## src/rtl/clock_phase_scheduler_if.sv

```systemverilog
// Divide-ratio configuration channel for clock_phase_scheduler.
// The master offers a ratio (cfg_valid/cfg_div); the scheduler answers with
// cfg_ready (no ratio pending) and a one-cycle cfg_err when it rejects a ratio.
interface clock_phase_scheduler_if #(
  parameter int CNT_W = 32
);
  logic             cfg_valid;
  logic [CNT_W-1:0] cfg_div;
  logic             cfg_ready;
  logic             cfg_err;

  modport master (
    output cfg_valid,
    output cfg_div,
    input  cfg_ready,
    input  cfg_err
  );

  modport slave (
    input  cfg_valid,
    input  cfg_div,
    output cfg_ready,
    output cfg_err
  );
endinterface

```

## src/rtl/clock_phase_scheduler.sv

```systemverilog
// Two-phase clock scheduler: derives phase1/phase2 levels and en1/en2 pulses
// from clk_in with a run-time programmable period, and sequences the core
// through HALT, free-running RUN, single-period STEP and STOPPING.
// A new ratio is held as "pending" and only applied in HALT or on the wrap
// (cnt == div-1 -> 0), so one period never mixes two ratios.
// Optional macro PERIOD_COUNT_EN adds a 32-bit completed-period counter
// output (period_cnt), cleared whenever a new ratio is applied.
module clock_phase_scheduler #(
  parameter int CNT_W       = 32,
  parameter int DIV_DEFAULT = 100,
  parameter int DIV_MIN     = 2
) (
  input  logic                    clk_in,
  input  logic                    rst_n,
  clock_phase_scheduler_if.slave  cfg,
  input  logic                    run,
  input  logic                    step,
  input  logic                    halt_req,
  output logic                    phase1,
  output logic                    phase2,
  output logic                    en1,
  output logic                    en2,
`ifdef PERIOD_COUNT_EN
  output logic [31:0]             period_cnt,
`endif
  output logic                    busy
);

  typedef enum logic [1:0] {
    ST_HALT     = 2'd0,
    ST_RUN      = 2'd1,
    ST_STEP     = 2'd2,
    ST_STOPPING = 2'd3
  } state_t;

  localparam logic [CNT_W-1:0] DIV_DEFAULT_C = CNT_W'(DIV_DEFAULT);
  localparam logic [CNT_W-1:0] DIV_MIN_C     = CNT_W'(DIV_MIN);

  state_t           state_r;
  state_t           state_s;
  logic [CNT_W-1:0] cnt_r;
  logic [CNT_W-1:0] div_r;
  logic [CNT_W-1:0] pend_r;
  logic             pend_valid_r;
  logic             run_armed_r;
  logic             cfg_err_r;
  logic             phase1_r;
  logic             phase2_r;
  logic             en1_r;
  logic             en2_r;

  logic             active_s;
  logic             wrap_s;
  logic             offer_s;
  logic             accept_s;
  logic             reject_s;
  logic             apply_s;
  logic [CNT_W-1:0] half_s;
  logic [CNT_W-1:0] quarter_s;
  logic [CNT_W-1:0] three_q_s;
  logic             phase1_s;
  logic             phase2_s;
  logic             en1_s;
  logic             en2_s;

  // Period decode: thresholds use truncating division, wrap ends the period.
  assign active_s  = (state_r != ST_HALT);
  assign wrap_s    = active_s && (cnt_r == (div_r - CNT_W'(1)));
  assign half_s    = div_r >> 1;
  assign quarter_s = div_r >> 2;
  assign three_q_s = quarter_s + (quarter_s << 1);

  // Config handshake: ready only with an empty pending slot; small ratios bounce.
  assign offer_s  = cfg.cfg_valid && !pend_valid_r;
  assign accept_s = offer_s && (cfg.cfg_div >= DIV_MIN_C);
  assign reject_s = offer_s && (cfg.cfg_div < DIV_MIN_C);
  assign apply_s  = pend_valid_r && (!active_s || wrap_s);

  // FSM state register.
  always_ff @(posedge clk_in or negedge rst_n) begin
    if (!rst_n) begin
      state_r <= ST_HALT;
    end else begin
      state_r <= state_s;
    end
  end

  // FSM next-state logic; run wins over step, STEP/STOPPING finish their period.
  always_comb begin
    state_s = state_r;
    case (state_r)
      ST_HALT: begin
        if (run && run_armed_r) begin
          state_s = ST_RUN;
        end else if (step && !run) begin
          state_s = ST_STEP;
        end else begin
          state_s = ST_HALT;
        end
      end
      ST_RUN: begin
        if (halt_req || !run) begin
          state_s = ST_STOPPING;
        end else begin
          state_s = ST_RUN;
        end
      end
      ST_STEP, ST_STOPPING: begin
        if (wrap_s) begin
          state_s = ST_HALT;
        end else begin
          state_s = state_r;
        end
      end
      default: state_s = ST_HALT;
    endcase
  end

  // FSM output decode: phase levels and pulses for the current count, zero in HALT.
  always_comb begin
    phase1_s = 1'b0;
    phase2_s = 1'b0;
    en1_s    = 1'b0;
    en2_s    = 1'b0;
    if (active_s) begin
      phase1_s = (cnt_r < half_s);
      phase2_s = (cnt_r < three_q_s);
      en1_s    = (cnt_r == {CNT_W{1'b0}});
      en2_s    = (cnt_r == half_s);
    end else begin
      phase1_s = 1'b0;
      phase2_s = 1'b0;
      en1_s    = 1'b0;
      en2_s    = 1'b0;
    end
  end

  // Period counter: free counts 0..div-1 while active, parked at 0 in HALT.
  always_ff @(posedge clk_in or negedge rst_n) begin
    if (!rst_n) begin
      cnt_r <= {CNT_W{1'b0}};
    end else if (!active_s || wrap_s) begin
      cnt_r <= {CNT_W{1'b0}};
    end else begin
      cnt_r <= cnt_r + CNT_W'(1);
    end
  end

  // Ratio storage: latch an accepted ratio as pending, move it to div at a boundary.
  always_ff @(posedge clk_in or negedge rst_n) begin
    if (!rst_n) begin
      div_r        <= DIV_DEFAULT_C;
      pend_r       <= {CNT_W{1'b0}};
      pend_valid_r <= 1'b0;
      cfg_err_r    <= 1'b0;
    end else begin
      cfg_err_r <= reject_s;
      if (apply_s) begin
        div_r        <= pend_r;
        pend_valid_r <= 1'b0;
      end else if (accept_s) begin
        pend_r       <= cfg.cfg_div;
        pend_valid_r <= 1'b1;
      end else begin
        pend_valid_r <= pend_valid_r;
      end
    end
  end

  // Restart guard: after a halt_req stop, run must drop before RUN may start again.
  always_ff @(posedge clk_in or negedge rst_n) begin
    if (!rst_n) begin
      run_armed_r <= 1'b1;
    end else if (!run) begin
      run_armed_r <= 1'b1;
    end else if ((state_r == ST_RUN) && halt_req) begin
      run_armed_r <= 1'b0;
    end else begin
      run_armed_r <= run_armed_r;
    end
  end

  // Output registers: phase outputs lag the counter by one cycle.
  always_ff @(posedge clk_in or negedge rst_n) begin
    if (!rst_n) begin
      phase1_r <= 1'b0;
      phase2_r <= 1'b0;
      en1_r    <= 1'b0;
      en2_r    <= 1'b0;
    end else begin
      phase1_r <= phase1_s;
      phase2_r <= phase2_s;
      en1_r    <= en1_s;
      en2_r    <= en2_s;
    end
  end

`ifdef PERIOD_COUNT_EN
  logic [31:0] period_cnt_r;

  // Completed-period counter, restarted whenever a new ratio takes effect.
  always_ff @(posedge clk_in or negedge rst_n) begin
    if (!rst_n) begin
      period_cnt_r <= 32'd0;
    end else if (apply_s) begin
      period_cnt_r <= 32'd0;
    end else if (wrap_s) begin
      period_cnt_r <= period_cnt_r + 32'd1;
    end else begin
      period_cnt_r <= period_cnt_r;
    end
  end

  assign period_cnt = period_cnt_r;
`endif

  assign phase1        = phase1_r;
  assign phase2        = phase2_r;
  assign en1           = en1_r;
  assign en2           = en2_r;
  assign busy          = active_s;
  assign cfg.cfg_ready = !pend_valid_r;
  assign cfg.cfg_err   = cfg_err_r;

endmodule

```

## src/flat_wrapper.sv

```systemverilog
// flat-port wrapper written by rule: the top's interface ports become plain ports
module clock_phase_scheduler_flat 
#(
  parameter int CNT_W       = 32,
  parameter int DIV_DEFAULT = 100,
  parameter int DIV_MIN     = 2
)
  (clk_in, rst_n, run, step, halt_req, phase1, phase2, en1, en2, busy, cfg_cfg_valid, cfg_cfg_div, cfg_cfg_ready, cfg_cfg_err);
  clock_phase_scheduler_if #(.CNT_W(CNT_W)) cfg_i ();
  input  logic clk_in;
  input  logic rst_n;
  input  logic run;
  input  logic step;
  input  logic halt_req;
  output logic phase1;
  output logic phase2;
  output logic en1;
  output logic en2;
  output logic busy;
  input wire logic [$bits(cfg_i.cfg_valid)-1:0] cfg_cfg_valid;
  input wire logic [$bits(cfg_i.cfg_div)-1:0] cfg_cfg_div;
  output wire logic [$bits(cfg_i.cfg_ready)-1:0] cfg_cfg_ready;
  output wire logic [$bits(cfg_i.cfg_err)-1:0] cfg_cfg_err;
  assign cfg_i.cfg_valid = cfg_cfg_valid;
  assign cfg_i.cfg_div = cfg_cfg_div;
  assign cfg_cfg_ready = cfg_i.cfg_ready;
  assign cfg_cfg_err = cfg_i.cfg_err;
  clock_phase_scheduler #(.CNT_W(CNT_W), .DIV_DEFAULT(DIV_DEFAULT), .DIV_MIN(DIV_MIN)) u_core (.clk_in(clk_in), .rst_n(rst_n), .cfg(cfg_i), .run(run), .step(step), .halt_req(halt_req), .phase1(phase1), .phase2(phase2), .en1(en1), .en2(en2), .busy(busy));
endmodule
```

## config.mk

```make
export PLATFORM = sky130hd
export DESIGN_NAME = clock_phase_scheduler_flat
export DESIGN_NICKNAME = d
export VERILOG_FILES = /design/src/rtl/clock_phase_scheduler_if.sv /design/src/rtl/clock_phase_scheduler.sv /design/src/flat_wrapper.sv
export SDC_FILE = /design/constraint.sdc
export NUM_CORES = 1
export LEC_CHECK = 0
export BUFFER_PORTS_ARGS = -buffer_cell sky130_fd_sc_hd__buf_4
export CORE_MARGIN = 2
export CORE_UTILIZATION = 45
export DETAILED_ROUTE_END_ITERATION = 6
export PLACE_DENSITY = 0.65
export SYNTH_ARGS = -nofsm -noshare
export SYNTH_HDL_FRONTEND = slang
export SYNTH_SLANG_ARGS = --single-unit
```

## constraint.sdc

```tcl
create_clock -name clk_in -period 8.7 [get_ports clk_in]
set_clock_uncertainty 0.2 [all_clocks]
set_input_delay 1.74 -clock clk_in [delete_from_list [all_inputs] [get_ports clk_in]]
set_output_delay 1.74 -clock clk_in [all_outputs]
set_load 0.005 [all_outputs]
```

==> flow_metrics.tcl <==
set metrics [dict create \
    tns_ns 0 \
    p_leak_nw 4.93 \
    synthCells 859 \
    arrival_ns 5.08 \
    hp-start "u_core.run_armed_r$_DFFE_PN1P_" \
    drive_above_1_share_pct 15.4 \
    ioPinCount 45 \
    routedWlPerCell_um 17.3 \
    num_vias 6448 \
    numCtsBuffers 9 \
    max_clock_freq_mhz 200 \
    seq_area_frac_synth_pct 30.8 \
    area_delta_synth_final_pct 10.1 \
    netlist_area_um2 8540 \
    clock_latency_ns 0.36 \
    fill_cells 1736 \
    power_density_nw_per_um2 98.0 \
    cp_data_required_time_ns 8.77 \
    grt_pass1_vias 6433 \
    grtUsageTotal_pct 20.9 \
    first_pass_iters 5 \
    startpoint "u_core.div_r[3]$_DFFE_PN0P_" \
    ant_nets 0 \
    portBuffers 44 \
    drtIter0Drc 542 \
    rsz0062_at_grt "no" \
    row_count 50 \
    cap_violations 0 \
    critPathMostFrequentCell "a21o_1" \
    worstSetupPathType "register to register" \
    path_max_fanout 6 \
    cts.repair.resized 0 \
    grt_max_degree 69 \
    async_reset_ff_share_pct 100 \
    initial_core_util_pct 45.8 \
    hold_violations 0 \
    antenna_found_initial 0 \
    globalplace.congestion 0.920 \
    nets 1067 \
    grt-ovfl-total 0 \
    min_path_cells 2 \
    synth-seq-cells 105 \
    clock-sinks 105 \
    synth_fp_nets 1024 \
    hold_end "u_core.run_armed_r$_DFFE_PN1P_" \
    r2r_slack_ns 3.69 \
    cp_cell_sequence "ha_1 -> fa_1 -> a21o_1 -> a221o_1 -> o311ai_0 -> o211ai_1 -> o221ai_1 -> a21oi_1 -> nor2_1 -> xor2_1 -> ha_1 -> a21o_1 -> a21o_1 -> a21o_1 -> a21o_1 -> a21oi_1 -> nor2b_1 -> o21ai_0 -> nand3_1 -> a31oi_1" \
    synth_top_cell_by_area "dfrtp_1" \
    crit_path_max_incr_delay_ns 0.47 \
    ctsHtreeMaxLevel 3 \
    synth_cell_types 59 \
    critical_path.startpoint_type "register" \
    hp-class "register to register" \
    die_h_um 142 \
    path_clk_slew_ns 0.08 \
    synth_edf_count 0 \
    core_um2 18600 \
    ir_worst_vdd_mv 0.121 \
    finalCritPeriodShare_pct 57.6 \
    endpoint_kind "register" \
    wl_mm 19.7 \
    layout_min_cycle_time_ns 5.01 \
    synth_top_cell_area_share_pct 29.6 \
    slew_headroom_pct 36.3 \
    grt_pass1_wl_mm 33.1 \
    detail_route.vias_per_cell 5.65 \
    worst_slew_pin_slew_ns 0.946 \
    diodes 0 \
    critPathSlowestCell "dfrtp_1" \
    synth_flop_cell "dfrtp_1" \
    r2r-start "u_core.div_r[3]$_DFFE_PN0P_" \
    cts_root_buf "clkbuf_16" \
    slew_violations 0 \
    cts_tree "built" \
    chipWidth_um 142 \
    r2r_cells 20 \
    fp.dieArea_um2 20100 \
    holdWs_ns 0.265 \
    r2r_end "u_core.phase2$_DFF_PN0_" \
    syn_area_per_cell_um2 9.94 \
    drc 0 \
    status "finished clean" \
    synth_area_leaders "dfrtp_1, ha_1, xnor2_1" \
    cts_max_path_buffers 2 \
    setup-violations-final 0 \
    cts_hold_buf 0 \
    post-dp-hpwl_mm 15.7 \
    ys.warnings.count 0 \
    post_cts_buffers 0 \
]
## synth_stat cells (3+ instances only)
library cell,instances
mux2_2,34
o31ai_1,4
a211o_1,3
nand4_1,24
and4_1,4
a31oi_1,5
or4_1,4
buf_6,3
inv_1,53
dfrtp_1,101
o21ai_0,29
o211ai_1,3
nor4_1,20
o21a_1,10
ha_1,126
nand2b_1,11
nand2_1,35
and3_1,13
nor3_1,14
mux2_4,30
xnor2_1,55
a21oi_1,37
nor4b_1,3
mux2i_1,3
xor2_1,51
a211oi_1,3
a21o_1,30
nor2b_1,9
nor2_1,58
nand3_1,30
dfstp_2,4
clkbuf_1,12
## per-layer routing
metal / vias to the layer above / global-route usage (%) / share of wire [%]
met5: - / 0 / 0
met3: 31 / 1.96 / 3.5
met4: 0 / 9.05 / 3.3
li1: 3181 / - / -
met2: 128 / 31.9 / 43
met1: 3108 / 30.3 / 50
## stage by stage
step | power [W] | util [%] | setup slack (ns) | cells | area (um2)
final | 0.000921 | 50.4 | 3.69 | 1141 | 9400
after global routing | 0.000957 | 50.4 | 3.34 | 1141 | 9400
after CTS | 0.000938 | 50.4 | 3.77 | 1141 | 9400
after detailed placement | 0.000525 | 48.8 | 3.82 | 1125 | 9110
after global placement | 0.000525 | 48.8 | 3.88 | 1125 | 9110
after floorplan | 0.000499 | - | 4.36 | 859 | 8540
## worst max path at each step
stage | endpoint | slack (ns)
floorplan | u_core.phase2$_DFF_PN0_ | 4.36
global placement | u_core.phase2$_DFF_PN0_ | 3.88
detailed placement | u_core.phase2$_DFF_PN0_ | 3.82
CTS | u_core.phase2$_DFF_PN0_ | 3.77
global route | u_core.phase2$_DFF_PN0_ | 3.34
finish | u_core.phase2$_DFF_PN0_ | 3.69
## registers in the layout, summed over array words and instances, names as in the netlist
name and cells:
u_core.div_r 32, u_core.pend_r 32, u_core.run_armed_r 1, u_core.phase2 1, u_core.pend_valid_r 1, u_core.phase1 1
u_core.cfg.cfg_err 1, u_core.en1 1, u_core.cnt_r 32, u_core.en2 1, u_core.state_r 2
## area by class of cell
cell class	count	area [um2]	share of cell area (%)
Clock buffer	10	229	2.44
Multi-Input combinational cell	684	5610	59.7
Inverter	53	199	2.12
Sequential cell	105	2630	28.0
Tap cell	234	293	3.12
Timing Repair Buffer	49	368	3.91
Clock inverter	6	62.6	0.666
## cells in the final DEF, fill, tap and decap left out, types with 3 or more instances in the layout
| master | count |
|---|---|
| and4_1 | 4 |
| xor2_1 | 51 |
| mux2i_1 | 3 |
| dfstp_2 | 4 |
| o21ai_0 | 29 |
| a31oi_1 | 5 |
| buf_4 | 49 |
| nand2_1 | 35 |
| nor4b_1 | 3 |
| o21a_1 | 10 |
| nor3_1 | 14 |
| and3_1 | 13 |
| or4_1 | 4 |
| dfrtp_1 | 101 |
| o211ai_1 | 3 |
| a21o_1 | 30 |
| nor2b_1 | 9 |
| nor2_1 | 58 |
| ha_1 | 126 |
| nand3_1 | 30 |
| a211o_1 | 3 |
| inv_1 | 53 |
| mux2_2 | 34 |
| a21oi_1 | 37 |
| nand4_1 | 24 |
| nand2b_1 | 11 |
| xnor2_1 | 55 |
| o31ai_1 | 4 |
| mux2_4 | 30 |
| nor4_1 | 20 |
| clkbuf_16 | 9 |
| a211oi_1 | 3 |
## where the power goes
group          internal, W               switching, W   total, W
Combinational    0.0000116                  0.0000144  0.0000261
Sequential        0.000488  0.00000000000000000000605   0.000488
Clock             0.000202                   0.000205   0.000407
## worst max-delay path, delay by kind of cell, from the launching register on
family / cells / cell delay [ns]
flip-flops: 1 / 0.47
adder cells (fa/ha/maj): 3 / 0.92
AND/OR/NAND/NOR: 3 / 0.29
AO/OA/AOI/OAI: 13 / 2.84
XOR/XNOR: 1 / 0.18
## logic make-up (layout without fill, tap and decap cells)
logic type,count (synthesis),after routing,share of synthesized area [%]
xor+xnor,106,106,10.9
mux,67,67,10.1
buf+inv,70,118,3.43
compound gates,148,148,11.5
simple gates,236,236,14.5
flops,105,105,30.8
fa+ha+maj,127,127,18.7
Note: power is estimated with default switching activity, not from simulation.
